==> config.mk <==
export PLATFORM = sky130hd
export DESIGN_NAME = control_unit
export DESIGN_NICKNAME = d
export VERILOG_FILES = /design/src/rtl/control_unit.sv
export SDC_FILE = /design/constraint.sdc
export NUM_CORES = 1
export LEC_CHECK = 0
export ABC_AREA = 1
export ABC_CLOCK_PERIOD_IN_PS = 2100
export CAP_MARGIN = 20
export CORE_MARGIN = 2
export CORE_UTILIZATION = 60
export DETAILED_ROUTE_END_ITERATION = 10
export DONT_BUFFER_PORTS = 1
export GPL_ROUTABILITY_DRIVEN = 0
export PLACE_DENSITY = 0.75
export RECOVER_POWER = 100
export SETUP_SLACK_MARGIN = 0.15
export SLEW_MARGIN = 15
export SYNTH_ARGS = -nofsm -noshare
export SYNTH_HDL_FRONTEND = slang
export SYNTH_SLANG_ARGS = --single-unit
==> constraint.sdc <==
create_clock -name clk -period 2.1 [get_ports clk]
set_clock_uncertainty 0.15 [all_clocks]
set_input_delay 0.315 -clock clk [delete_from_list [all_inputs] [get_ports clk]]
set_output_delay 0.315 -clock clk [all_outputs]
set_load 0.02 [all_outputs]
==> src/rtl/control_unit.sv <==
// Multi-cycle control unit for the K&S datapath: fetch/decode/execute FSM,
// registered ALU flags for branch decisions and a saturating fetch counter.
package k_and_s_pkg;
  typedef enum logic [3:0] {
    I_NOP, I_LOAD, I_STORE, I_MOVE,
    I_ADD, I_SUB, I_AND, I_OR,
    I_BRANCH, I_BZERO, I_BNZERO, I_BNEG,
    I_BNNEG, I_BOV, I_BNOV, I_HALT
  } decoded_instruction_type;
endpackage

module control_unit
  import k_and_s_pkg::*;
#(
  parameter int CNT_W = 16
) (
  input  logic                    clk,
  input  logic                    rst,
  input  decoded_instruction_type decoded_instruction,
  input  logic                    zero_op,
  input  logic                    neg_op,
  input  logic                    unsigned_overflow,
  input  logic                    signed_overflow,
  output logic                    branch,
  output logic                    pc_enable,
  output logic                    ir_enable,
  output logic                    addr_sel,
  output logic                    c_sel,
  output logic                    write_reg_enable,
  output logic                    flags_reg_enable,
  output logic [1:0]              operation,
  output logic                    ram_write_enable,
  output logic                    halt,
  output logic [CNT_W-1:0]        instr_count
);

  typedef enum logic [3:0] {
    S_FETCH, S_DECODE, S_EXEC_ALU, S_EXEC_MOVE, S_EXEC_STORE,
    S_LOAD_ADDR, S_LOAD_WB, S_EXEC_BRANCH, S_HALT
  } state_t;

  state_t           r_state;
  state_t           w_next;
  logic [3:0]       r_flags;
  logic [CNT_W-1:0] r_cnt;
  logic             w_taken;
  logic             w_unused_sov;

  logic       w_branch, w_pc_en, w_ir_en, w_addr_sel, w_c_sel;
  logic       w_wr_en, w_fl_en, w_ram_we, w_halt;
  logic [1:0] w_op;

  // SOV is kept for the datapath's flag model but no branch tests it
  assign w_unused_sov = r_flags[0];

  always_ff @(posedge clk) begin
    if (rst) r_state <= S_FETCH;
    else     r_state <= w_next;
  end

  always_ff @(posedge clk) begin
    if (rst)
      r_flags <= 4'b0000;
    else if (w_fl_en)
      r_flags <= {zero_op, neg_op, unsigned_overflow, signed_overflow};
  end

  always_ff @(posedge clk) begin
    if (rst)
      r_cnt <= '0;
    else if (r_state == S_FETCH && r_cnt != {CNT_W{1'b1}})
      r_cnt <= r_cnt + {{(CNT_W-1){1'b0}}, 1'b1};
  end

  always_comb begin
    w_taken = 1'b0;
    case (decoded_instruction)
      I_BRANCH: w_taken = 1'b1;
      I_BZERO:  w_taken = r_flags[3];
      I_BNZERO: w_taken = !r_flags[3];
      I_BNEG:   w_taken = r_flags[2];
      I_BNNEG:  w_taken = !r_flags[2];
      I_BOV:    w_taken = r_flags[1];
      I_BNOV:   w_taken = !r_flags[1];
      default:  w_taken = 1'b0;
    endcase
  end

  always_comb begin
    w_next = r_state;
    case (r_state)
      S_FETCH:  w_next = S_DECODE;
      S_DECODE: begin
        case (decoded_instruction)
          I_ADD, I_SUB, I_AND, I_OR: w_next = S_EXEC_ALU;
          I_MOVE:                    w_next = S_EXEC_MOVE;
          I_STORE:                   w_next = S_EXEC_STORE;
          I_LOAD:                    w_next = S_LOAD_ADDR;
          I_BRANCH, I_BZERO, I_BNZERO, I_BNEG,
          I_BNNEG, I_BOV, I_BNOV:    w_next = S_EXEC_BRANCH;
          I_HALT:                    w_next = S_HALT;
          default:                   w_next = S_FETCH;
        endcase
      end
      S_LOAD_ADDR: w_next = S_LOAD_WB;
      S_HALT:      w_next = S_HALT;
      default:     w_next = S_FETCH;
    endcase
  end

  always_comb begin
    w_branch   = 1'b0;
    w_pc_en    = 1'b0;
    w_ir_en    = 1'b0;
    w_addr_sel = 1'b0;
    w_c_sel    = 1'b0;
    w_wr_en    = 1'b0;
    w_fl_en    = 1'b0;
    w_op       = 2'b00;
    w_ram_we   = 1'b0;
    w_halt     = 1'b0;
    case (r_state)
      S_FETCH: begin
        w_ir_en = 1'b1;
        w_pc_en = 1'b1;
      end
      S_EXEC_ALU: begin
        w_wr_en = 1'b1;
        w_fl_en = 1'b1;
        case (decoded_instruction)
          I_AND:   w_op = 2'b01;
          I_OR:    w_op = 2'b10;
          I_SUB:   w_op = 2'b11;
          default: w_op = 2'b00;
        endcase
      end
      S_EXEC_MOVE: begin
        w_op    = 2'b01;
        w_wr_en = 1'b1;
      end
      S_EXEC_STORE: begin
        w_addr_sel = 1'b1;
        w_ram_we   = 1'b1;
      end
      S_LOAD_ADDR: w_addr_sel = 1'b1;
      S_LOAD_WB: begin
        w_addr_sel = 1'b1;
        w_c_sel    = 1'b1;
        w_wr_en    = 1'b1;
      end
      S_EXEC_BRANCH: begin
        w_branch = w_taken;
        w_pc_en  = w_taken;
      end
      S_HALT:  w_halt = 1'b1;
      default: ;
    endcase
  end

  // Reset overrides decode so nothing strobes while rst is held
  assign branch           = w_branch   & !rst;
  assign pc_enable        = w_pc_en    & !rst;
  assign ir_enable        = w_ir_en    & !rst;
  assign addr_sel         = w_addr_sel & !rst;
  assign c_sel            = w_c_sel    & !rst;
  assign write_reg_enable = w_wr_en    & !rst;
  assign flags_reg_enable = w_fl_en    & !rst;
  assign operation        = rst ? 2'b00 : w_op;
  assign ram_write_enable = w_ram_we   & !rst;
  assign halt             = w_halt     & !rst;
  assign instr_count      = r_cnt;

endmodule

# ---- After elaboration in Yosys (flattened, before gate mapping)
# Memories as Yosys holds them, arrays and structs flattened.
# Cells that the tools add are included.
# W data, S select, Z words.
dict set report word_totals {
  elab_cells 55
  in_bits 10
  output_inout_bits 27
  memories 1
  mem_bits_ro 64
  ff_bits 24
  latch_bits 0
  mem_bits_rw 0
}
# name words width read_ports rd_clocked_by_memory_dff write_ports line
set mem_list {}
lappend mem_list {{(name not given)} 16 4 1 0 0 94} ;# case (decoded_instruction)
dict set report op_classes {
  shifts 0
  mul 0
  bitwise_logic 9
  order_cmp 0
  n_reduce_logical 8
  div 0
  mux 14
  add_sub_neg 1
  eq_ne 19
}
# cell n
set op_table {}
lappend op_table {{$eq A4 B4 Y1 const B} 8}
lappend op_table {{$eq A4 B3 Y1 const B} 7}
lappend op_table {{$add A16 B1 Y16 const B} 1}
lappend op_table {{$ne A16 B16 Y1 const B} 1}
lappend op_table {{$pmux W4 S4} 1}
lappend op_table {{$and A1 B1 Y1} 9}
lappend op_table {{$eq A4 B2 Y1 const B} 2}
lappend op_table {{$mux W1} 8}
lappend op_table {{$pmux W1 S7} 1}
lappend op_table {{$pmux W2 S3} 1}
lappend op_table {{$reduce_or A3 Y1} 2}
lappend op_table {{$eq A4 B1 Y1 const B} 1}
lappend op_table {{$logic_not A1 Y1} 4}
lappend op_table {{$logic_not A4 Y1} 1}
lappend op_table {{$pmux W2 S2} 1}
lappend op_table {{$mux W2} 1}
lappend op_table {{$pmux W1 S2} 1}
lappend op_table {{$logic_and A1 B1 Y1} 1}

# ---- Logic depth before layout (Yosys ltp)
# Gate-level depths: netlist of run 1.
dict set report logic_depth {
  depth_word 4
  depth_mapped 9
  mapped_depth_nobuf 9
}

# ---- Worst setup path before layout of run 1
# No wires, ideal clock.
dict set report synth_path {
  path_type {register to output}
  start {register r_state[2]}
  end {output operation[1]}
  t_arrival_ps 1558
  path_stages_with_launch 8
  path_buffers 0
  slack_ps 77
  required_time_ps 1635
  cell_sequence {dfxtp_1 -> nor2_1 -> inv_2 -> nor2_2 -> inv_1 -> nor2_1 -> nand3_1 -> a21oi_1}
}
dict set report synth_via {
  elab_chain_cells 3
  elab_cells_between_ends 4
  cone_classes {eq/ne: 2; mux: 2}
}
# item line
set synth_lines {}
lappend synth_lines {{start: declaration} 42} ;# state_t r_state;
lappend synth_lines {{start signal: assignment} 58} ;# else r_state <= w_next;
lappend synth_lines {{$eq A4 B2 Y1} 122} ;# case (r_state)
lappend synth_lines {{$pmux W2 S2 *} 122}
lappend synth_lines {{$mux W2 *} 168} ;# assign operation = rst ? 2'b00 : w_op;
lappend synth_lines {{end: declaration} 31} ;# output logic [1:0] operation,
# Mark *: on every way between the ends. The rest lies on a longest branch, timed or not.

# ---- Final worst setup path of run 1
dict set report layout_path {
  start {register r_state[3]}
  end {output operation[1]}
}
# The elaborated chain is that of the path after synthesis.

==> results of run 1 <==
path summary, 6_finish.rpt:
path               endpoint  slack, ns  cells past startpoint
min          instr_count[9]      -0.11                      1
min reg2reg  instr_count[2]       0.38                      2
max            operation[1]       0.12                      8
max reg2reg  instr_count[4]       0.25                      8
critical path: cells and delay by family (launching register included):
family / cells / cell delay, ns
AND/OR/NAND/NOR: 4 / 0.39
flip-flops: 1 / 0.38
AO/OA/AOI/OAI: 1 / 0.11
buffers and inverters: 3 / 0.31
logic make-up (layout without fill, tap and decap cells):
kind of cell,Yosys count,after routing,share of synthesized area
buf+inv,36,65,0.0986
fa+ha+maj,6,6,0.0477
flops,23,23,0.293
xor+xnor,5,5,0.0278
simple gates,144,144,0.405
compound gates,30,30,0.129
placed cells by master, fill, tap and decap left out, drive strengths merged, types with 3 or more instances in the layout:
cell type,count
a21oi,17
buf,8
clkbuf,22
dfxtp,23
dlygate4sd3,4
ha,6
inv,31
nand2,70
nand3,15
nand4,5
nor2,48
nor3,3
o21ai,8
xor2,4
state kept, by name, indices dropped and copies added, names as in the netlist:
signal and count:
r_flags 3, r_state 4, instr_count 16
per-layer routing:
layer  routed length [um]  up-vias  track usage
li1                     -      833            -
met1                 1550      767        0.283
met2                 2100       68        0.490
met3                  243       13       0.0445
met4                   91        0        0.129
met5                    0        -            0
repair_timing:
action	CTS	global route
buffers inserted	3	3
endpoints found under the setup margin	4	5
pin swaps	1	2
resized for setup	13	3
endpoints found under the hold margin	18	14
area by class of cell:
type,instances,area [um^2]
clock buffers,4,26.3
fillers,220,693
inverters,31,116
multi-input cells,185,972
flip-flops and latches,23,462
well taps,30,37.5
repair buffers,30,170
metrics by stage:
step / util / hold WS [ns] / instances / total power, mW
2_1_floorplan: - / 0.300 / 244 / 0.746
6_report: 0.720 / -0.106 / 303 / 1.04
3_3_place_gp: 0.695 / 0.231 / 289 / 0.795
4_1_cts: 0.745 / -0.111 / 300 / 1.04
5_1_grt: 0.720 / -0.119 / 303 / 1.10
3_5_place_dp: 0.695 / 0.233 / 289 / 0.812
power groups by stage:
stage | registers (mW) | logic [mW] | clock network (mW)
finish | 0.488 | 0.342 | 0.212
global route | 0.492 | 0.378 | 0.225
CTS | 0.486 | 0.343 | 0.211
detailed placement | 0.496 | 0.317 | 0
global placement | 0.493 | 0.302 | 0
floorplan | 0.514 | 0.232 | 0
==> flow_metrics.tcl, run 1 <==
set metrics [dict create \
    switching_share 0.371 \
    clkPwrFrac 0.204 \
    port_buffers 0 \
    min_period_ns 1.98 \
    vias_per_cell 5.55 \
    run_status "complete, but fails checks" \
    worst_skew_pair.late_latency_ns 0.31 \
    critPathLaunchType "register" \
    antenna_cells 0 \
    cp_data_required_time_ns 1.63 \
    die-width_um 55.2 \
    ys.flop_type "dfxtp_1" \
    synth_most_common_cell "nand2_1" \
    vias 1681 \
    synth_commonest_cells "nand2_1 (65), nor2_1 (42), inv_1 (29)" \
    finalCritPeriodShare 0.941 \
    firstDrtPassIters 4 \
    whs_ns -0.106 \
    synth_seq_cells 23 \
    clk_pin_slew_worst_paths_ns 0.13 \
    critPathLaunch "r_state[3]" \
    rsz0062_at_grt "yes" \
    finalHoldViolations 14 \
    wirelength_um 3980 \
    max-clock-path-buffers 2 \
    ioPinCount 37 \
    violations "negative hold slack" \
    internal_power_uw 656 \
    critPathCaptureType "output pin" \
    h-tree-depth 1 \
    worst-endpoint-arrival_ns 1.51 \
    cts_buffers 3 \
    fp.dieArea_um2 3050 \
    ys_seq_area_frac 0.293 \
    critPathMaxFanout 4 \
    leakagePower_nw 0.729 \
    synth_top_area_frac 0.293 \
    worst_pin_slew_ns 0.542 \
    placement_rows 18 \
    post-place-ws_ns 0.252 \
    criticalPathCategory "register to output pin" \
    drc 0 \
    yosysTopAreaCell "dfxtp_1" \
    root_buffer "clkbuf_4" \
    antenna_left 0 \
    grt_usage 0.263 \
    maxCapViolCount 0 \
    grt_pass1_vias 1583 \
    hold_class "primary input to register" \
    r2r-start "instr_count[0]" \
    async_flop_share 0 \
    post-dp-hpwl_um 2920 \
    switchingPower_uw 386 \
    design.core.area_um2 2480 \
    crit_chain "nor2_4, inv_2, nor2_4, inv_2, nor2_4, nand3_2, a21oi_2, clkbuf_2" \
    synth.area.top_cells "dfxtp_1 (29%), nand2_1 (16%), nor2_1 (10%)" \
    die_h_um 55.2 \
    relSlewSlack 0.640 \
    cts_tree "built" \
    grt.overflow.total 0 \
    peakVddDrop_uv 476 \
    grt_max_degree 21 \
    antenna_found_initial 0 \
    p_comb_frac 0.328 \
    setup_tns_ns 0 \
    design_area_um2 1780 \
    start_util 0.635 \
    slowest_stage "dfxtp_1" \
    yosys_warnings 0 \
    synth_edf_count 0 \
    drt_iter0_drc 68 \
    hp-start "rst" \
    drive_gt1_frac 0.147 \
    nets 290 \
    slew_viol_final 0 \
    syn-num-nets 260 \
    setup_violations 0 \
    wl_per_cell_um 13.1 \
    worst_path_largest_cell_delay_ns 0.38 \
    areaGrowthSynthToFinish_pct 13.4 \
    syn_area_um2 1570 \
    ctsHoldBuffers 4 \
    post_dp_cell_area_um2 1720 \
    worst_path_most_repeated_cell "nor2_4" \
    synth_cell_types 32 \
    seq_power_share 0.468 \
    setup_slack_ns 0.124 \
    fmax_ghz 0.506 \
    syn_inst 244 \
    grt_pass1_wl_um 6640 \
    clock_sinks 23 \
    power_density_nw_per_um2 584 \
    synth.avg_cell_area_um2 6.45 \
]
(Power assumes the default switching activity.)
==> run 2: changes to the inputs <==
- REMOVE_ABC_BUFFERS: not set -> 1
==> run 2 against run 1 <==
Compared with the run above: the run now ends clean; cell count is 0.33% higher; design area increased by 0.21%; core utilization increased by 0.15 points; register-to-register slack lost 0.03 ns; global-route usage rose by 0.72 points; flip-flop and latch count unchanged; combinational power about the same; critical endpoint is now operation[0]; largest cell class unchanged.
==> flow_metrics.tcl, run 2 (same netlist as run 1, synthesis figures left out) <==
set metrics [dict create \
    areaGrowthSynthToFinish_pct 13.6 \
    antenna_found_initial 0 \
    critPathLaunchType "register" \
    antenna_cells 0 \
    placement_rows 18 \
    layout_commonest_cell "nand2_1" \
    cts_buffers 3 \
    rsz0062_at_grt "yes" \
    seq_power_share 0.466 \
    clkPwrFrac 0.208 \
    finalHoldViolations 0 \
    start_util 0.635 \
    post-place-ws_ns 0.297 \
    critPathMaxFanout 4 \
    fillers 231 \
    wl_per_cell_um 13.6 \
    leakagePower_nw 0.735 \
    fp.dieArea_um2 3050 \
    maxCapViolCount 0 \
    h-tree-depth 1 \
    vias_per_cell 5.72 \
    clk_pin_slew_worst_paths_ns 0.13 \
    grt_pass1_wl_um 6850 \
    criticalPathCategory "register to output pin" \
    max-clock-path-buffers 2 \
    grt_max_degree 17 \
    switching_share 0.378 \
    worst_pin_slew_ns 0.773 \
    final_cell_mix "nand2_1 (64), nor2_1 (40), inv_1 (27)" \
    design_area_um2 1790 \
    nets 291 \
    peakVddDrop_uv 503 \
    grt.overflow.total 0 \
    finalCritPeriodShare 0.951 \
    firstDrtPassIters 4 \
    run_status "finished clean" \
    worst_skew_pair.late_latency_ns 0.32 \
    die_h_um 55.2 \
    wirelength_um 4120 \
    root_buffer "clkbuf_4" \
    grt_pass1_vias 1669 \
    grt_usage 0.270 \
    cts_tree "built" \
    fmax_ghz 0.501 \
    setup_tns_ns 0 \
    antenna_left 0 \
    die-width_um 55.2 \
    post-dp-hpwl_um 2860 \
    finalPower_mw 1.04 \
    drt_iter0_drc 91 \
    worst-endpoint-arrival_ns 1.53 \
    internal_power_uw 649 \
    switchingPower_uw 395 \
    clock_sinks 23 \
    design.core.area_um2 2480 \
    setup_violations 0 \
    cp_data_required_time_ns 1.63 \
    utilization 0.722 \
    post_dp_cell_area_um2 1720 \
    largest_reg_flops 16 \
    slew_viol_final 0 \
    drc 0 \
    ioPinCount 37 \
    port_buffers 0 \
    critPathCaptureType "output pin" \
    vias 1738 \
    relSlewSlack 0.483 \
    power_density_nw_per_um2 584 \
    hold_class "primary input to register" \
    min_period_ns 2.00 \
    p_comb_frac 0.326 \
    drive_gt1_frac 0.157 \
    setup_slack_ns 0.102 \
]
==> run 2: final timing paths <==
check | startpoint | slack [ns] | to | depth (start not counted)
setup / recovery | r_state[3] | 0.10 | operation[0] | 8
hold / removal | decoded_instruction[2] | 0.08 | r_state[0] | 3
setup reg to reg | instr_count[0] | 0.22 | instr_count[15] | 8
hold reg to reg | instr_count[4] | 0.40 | instr_count[4] | 2
==> run 2: metal layers <==
metal  global-route usage  up-vias  part of all wire
li1                     -      836                 -
met1                0.293      788              0.38
met2                0.500       93              0.50
met3               0.0515       21             0.081
met4                0.125        0             0.039
met5                    0        -                 0
==> run 2: timing repair <==
item,in CTS,in global routing
resized for setup,10,7
pin swaps,1,3
hold endpoints to repair,18,0
setup buffers,6,1
hold buffers,4,0
endpoints found under the setup margin,4,5
==> run 2: worst max-delay path, stage by stage, from the launching register on <==
cell and delay (ns):
dfxtp_1 0.38, nor2_4 0.12, inv_4 0.06, nor2_4 0.10, inv_2 0.06, nor2_4 0.10, nand3_2 0.08, o21ai_1 0.14
clkbuf_2 0.18
==> run 2: final cells by class <==
| class | instances | area [um^2] | area share |
|---|---|---|---|
| Tap cell | 30 | 37.5 | 0.0210 |
| Sequential cell | 23 | 463 | 0.259 |
| Timing Repair Buffer | 31 | 176 | 0.0987 |
| Clock buffer | 4 | 26.3 | 0.0147 |
| Inverter | 31 | 119 | 0.0665 |
| Multi-Input combinational cell | 185 | 966 | 0.540 |
==> run 2: stage by stage <==
| stage | hold slack (ns) | std cells |
|---|---|---|
| 2_1_floorplan | 0.227 | 239 |
| 3_3_place_gp | 0.230 | 289 |
| 3_5_place_dp | 0.231 | 289 |
| 4_1_cts | 0.0871 | 303 |
| 5_1_grt | 0.116 | 304 |
| 6_report | 0.0788 | 304 |
==> run 2: power groups by stage <==
stage | sequential, mW | combinational, mW | clock [mW]
detailed placement | 0.496 | 0.312 | 0
global placement | 0.494 | 0.301 | 0
global route | 0.489 | 0.380 | 0.225
CTS | 0.487 | 0.348 | 0.218
floorplan | 0.517 | 0.194 | 0
finish | 0.487 | 0.341 | 0.217
==> run 3: changes to the inputs <==
- CTS_CLUSTER_SIZE: not set -> 20
- RECOVER_POWER: 100 -> not set
==> run 3 against run 2 <==
Compared with the run above: worst setup slack better by 0.027 ns; critical path depth unchanged; power up 2.8%; non-clock buffer count unchanged; global-route usage unchanged; core utilization up 3.9 points; maximum frequency up 1.4%; flip-flop and latch count unchanged; critical path type unchanged; critical endpoint unchanged.
==> flow_metrics.tcl, run 3 (same netlist as run 1, synthesis figures left out) <==
set metrics [dict create \
    grt_pass1_wl_um 6850 \
    fmax_ghz 0.507 \
    h-tree-depth 1 \
    antenna_found_initial 0 \
    clock_sinks 23 \
    peakVddDrop_uv 513 \
    critPathCaptureType "output pin" \
    critPathMaxFanout 4 \
    worst_path_most_repeated_cell "nor2_4" \
    cts_tree "built" \
    grt_max_degree 17 \
    design.core.area_um2 2480 \
    firstDrtPassIters 4 \
    slew_viol_final 0 \
    finalCritPeriodShare 0.938 \
    hold_class "primary input to register" \
    cts_buffers 3 \
    areaGrowthSynthToFinish_pct 19.7 \
    drive_gt1_frac 0.241 \
    worst_pin_slew_ns 0.810 \
    fp.dieArea_um2 3050 \
    utilization 0.761 \
    drt_iter0_drc 74 \
    worst-endpoint-arrival_ns 1.51 \
    largest_reg_flops 16 \
    cp_data_required_time_ns 1.63 \
    nets 291 \
    grt_usage 0.270 \
    power_density_nw_per_um2 570 \
    die-width_um 55.2 \
    antenna_left 0 \
    vias_per_cell 5.69 \
    worst_skew_pair.late_latency_ns 0.32 \
    die_h_um 55.2 \
    finalHoldViolations 0 \
    rsz0062_at_grt "yes" \
    antenna_cells 0 \
    maxCapViolCount 0 \
    placement_rows 18 \
    drc 0 \
    root_buffer "clkbuf_4" \
    criticalPathCategory "register to output pin" \
    slowest_stage "dfxtp_4" \
    critical_path_buf_inv_count 3 \
    ioPinCount 37 \
    leakagePower_nw 0.806 \
    wirelength_um 4110 \
    finalPower_mw 1.07 \
    layout_commonest_cell "nand2_1" \
    clk_pin_slew_worst_paths_ns 0.13 \
    max-clock-path-buffers 2 \
    critPathLaunchType "register" \
    setup_tns_ns 0 \
    final_cell_mix "nand2_1 (63), nor2_1 (39), inv_1 (27), buf_4 (27), dfxtp_1 (19)" \
    min_period_ns 1.97 \
    whs_ns 0.0752 \
    post-dp-hpwl_um 2860 \
    worst_path_largest_cell_delay_ns 0.38 \
    crit_chain "nor2_4, inv_4, nor2_4, inv_2, nor2_4, nand3_2, o21ai_1, buf_4" \
    crit_family "simple AND/OR/NAND/NOR gates" \
    grt.overflow.total 0 \
    vias 1729 \
    grt_pass1_vias 1669 \
    relSlewSlack 0.458 \
    run_status "finished clean" \
    setup_violations 0 \
    port_buffers 0 \
    start_util 0.635 \
    wl_per_cell_um 13.5 \
]
run 3: cell count changes in the layout (fill, tap and decap cells not counted), sizes merged:
cell / change
clkbuf: -19
buf: +19
run 3: path summary, 6_finish.rpt:
path	start	to	slack (ns)	depth (start not counted)
setup reg to reg	instr_count[0]	instr_count[10]	0.42	8
hold reg to reg	instr_count[4]	instr_count[4]	0.40	2
hold / removal	decoded_instruction[2]	r_state[0]	0.08	3
setup / recovery	r_state[2]	operation[0]	0.13	8
run 3: final cells by class:
| class | count | area, um^2 |
|---|---|---|
| Clock buffer | 4 | 26.3 |
| Fill cell | 205 | 593 |
| Inverter | 31 | 119 |
| Multi-Input combinational cell | 185 | 991 |
| Sequential cell | 23 | 468 |
| Tap cell | 30 | 37.5 |
| Timing Repair Buffer | 31 | 243 |
run 3: worst register-to-register path, delay by kind of cell (launching register included):
kind            cells  cell delay (ns)
buf+inv             1             0.16
fa+ha+maj           1             0.26
simple gates        4             0.37
compound gates      2             0.31
flops               1             0.36
run 3: stage by stage:
step                setup WS, ns  std cells  area [um^2]
CTS                        0.113        303         1860
finish                     0.130        304         1880
global placement           0.328        289         1720
detailed placement         0.297        289         1720
global route              0.0488        304         1880
floorplan                 0.0761        239         1540
run 3: repair_timing:
item	4_1_cts	5_1_grt
hold buffers	4	0
hold endpoints to repair	18	0
gates resized for setup	10	7
buffers inserted	6	1
setup endpoints to repair	4	5
pin swaps	1	3
run 3: metal layers:
metal	wire length [um]	vias to the layer above	global-route usage
li1	-	836	-
met1	1560	778	0.293
met2	2080	92	0.500
met3	335	23	0.0515
met4	135	0	0.125
met5	0	-	0
run 3: power breakdown:
part / internal [mW] / switching [mW] / leakage (nW)
sequential: 0.466 / 0.0214 / 0.188
clock: 0.0743 / 0.144 / 0.0150
combinational: 0.132 / 0.236 / 0.602
total: 0.672 / 0.402 / 0.806
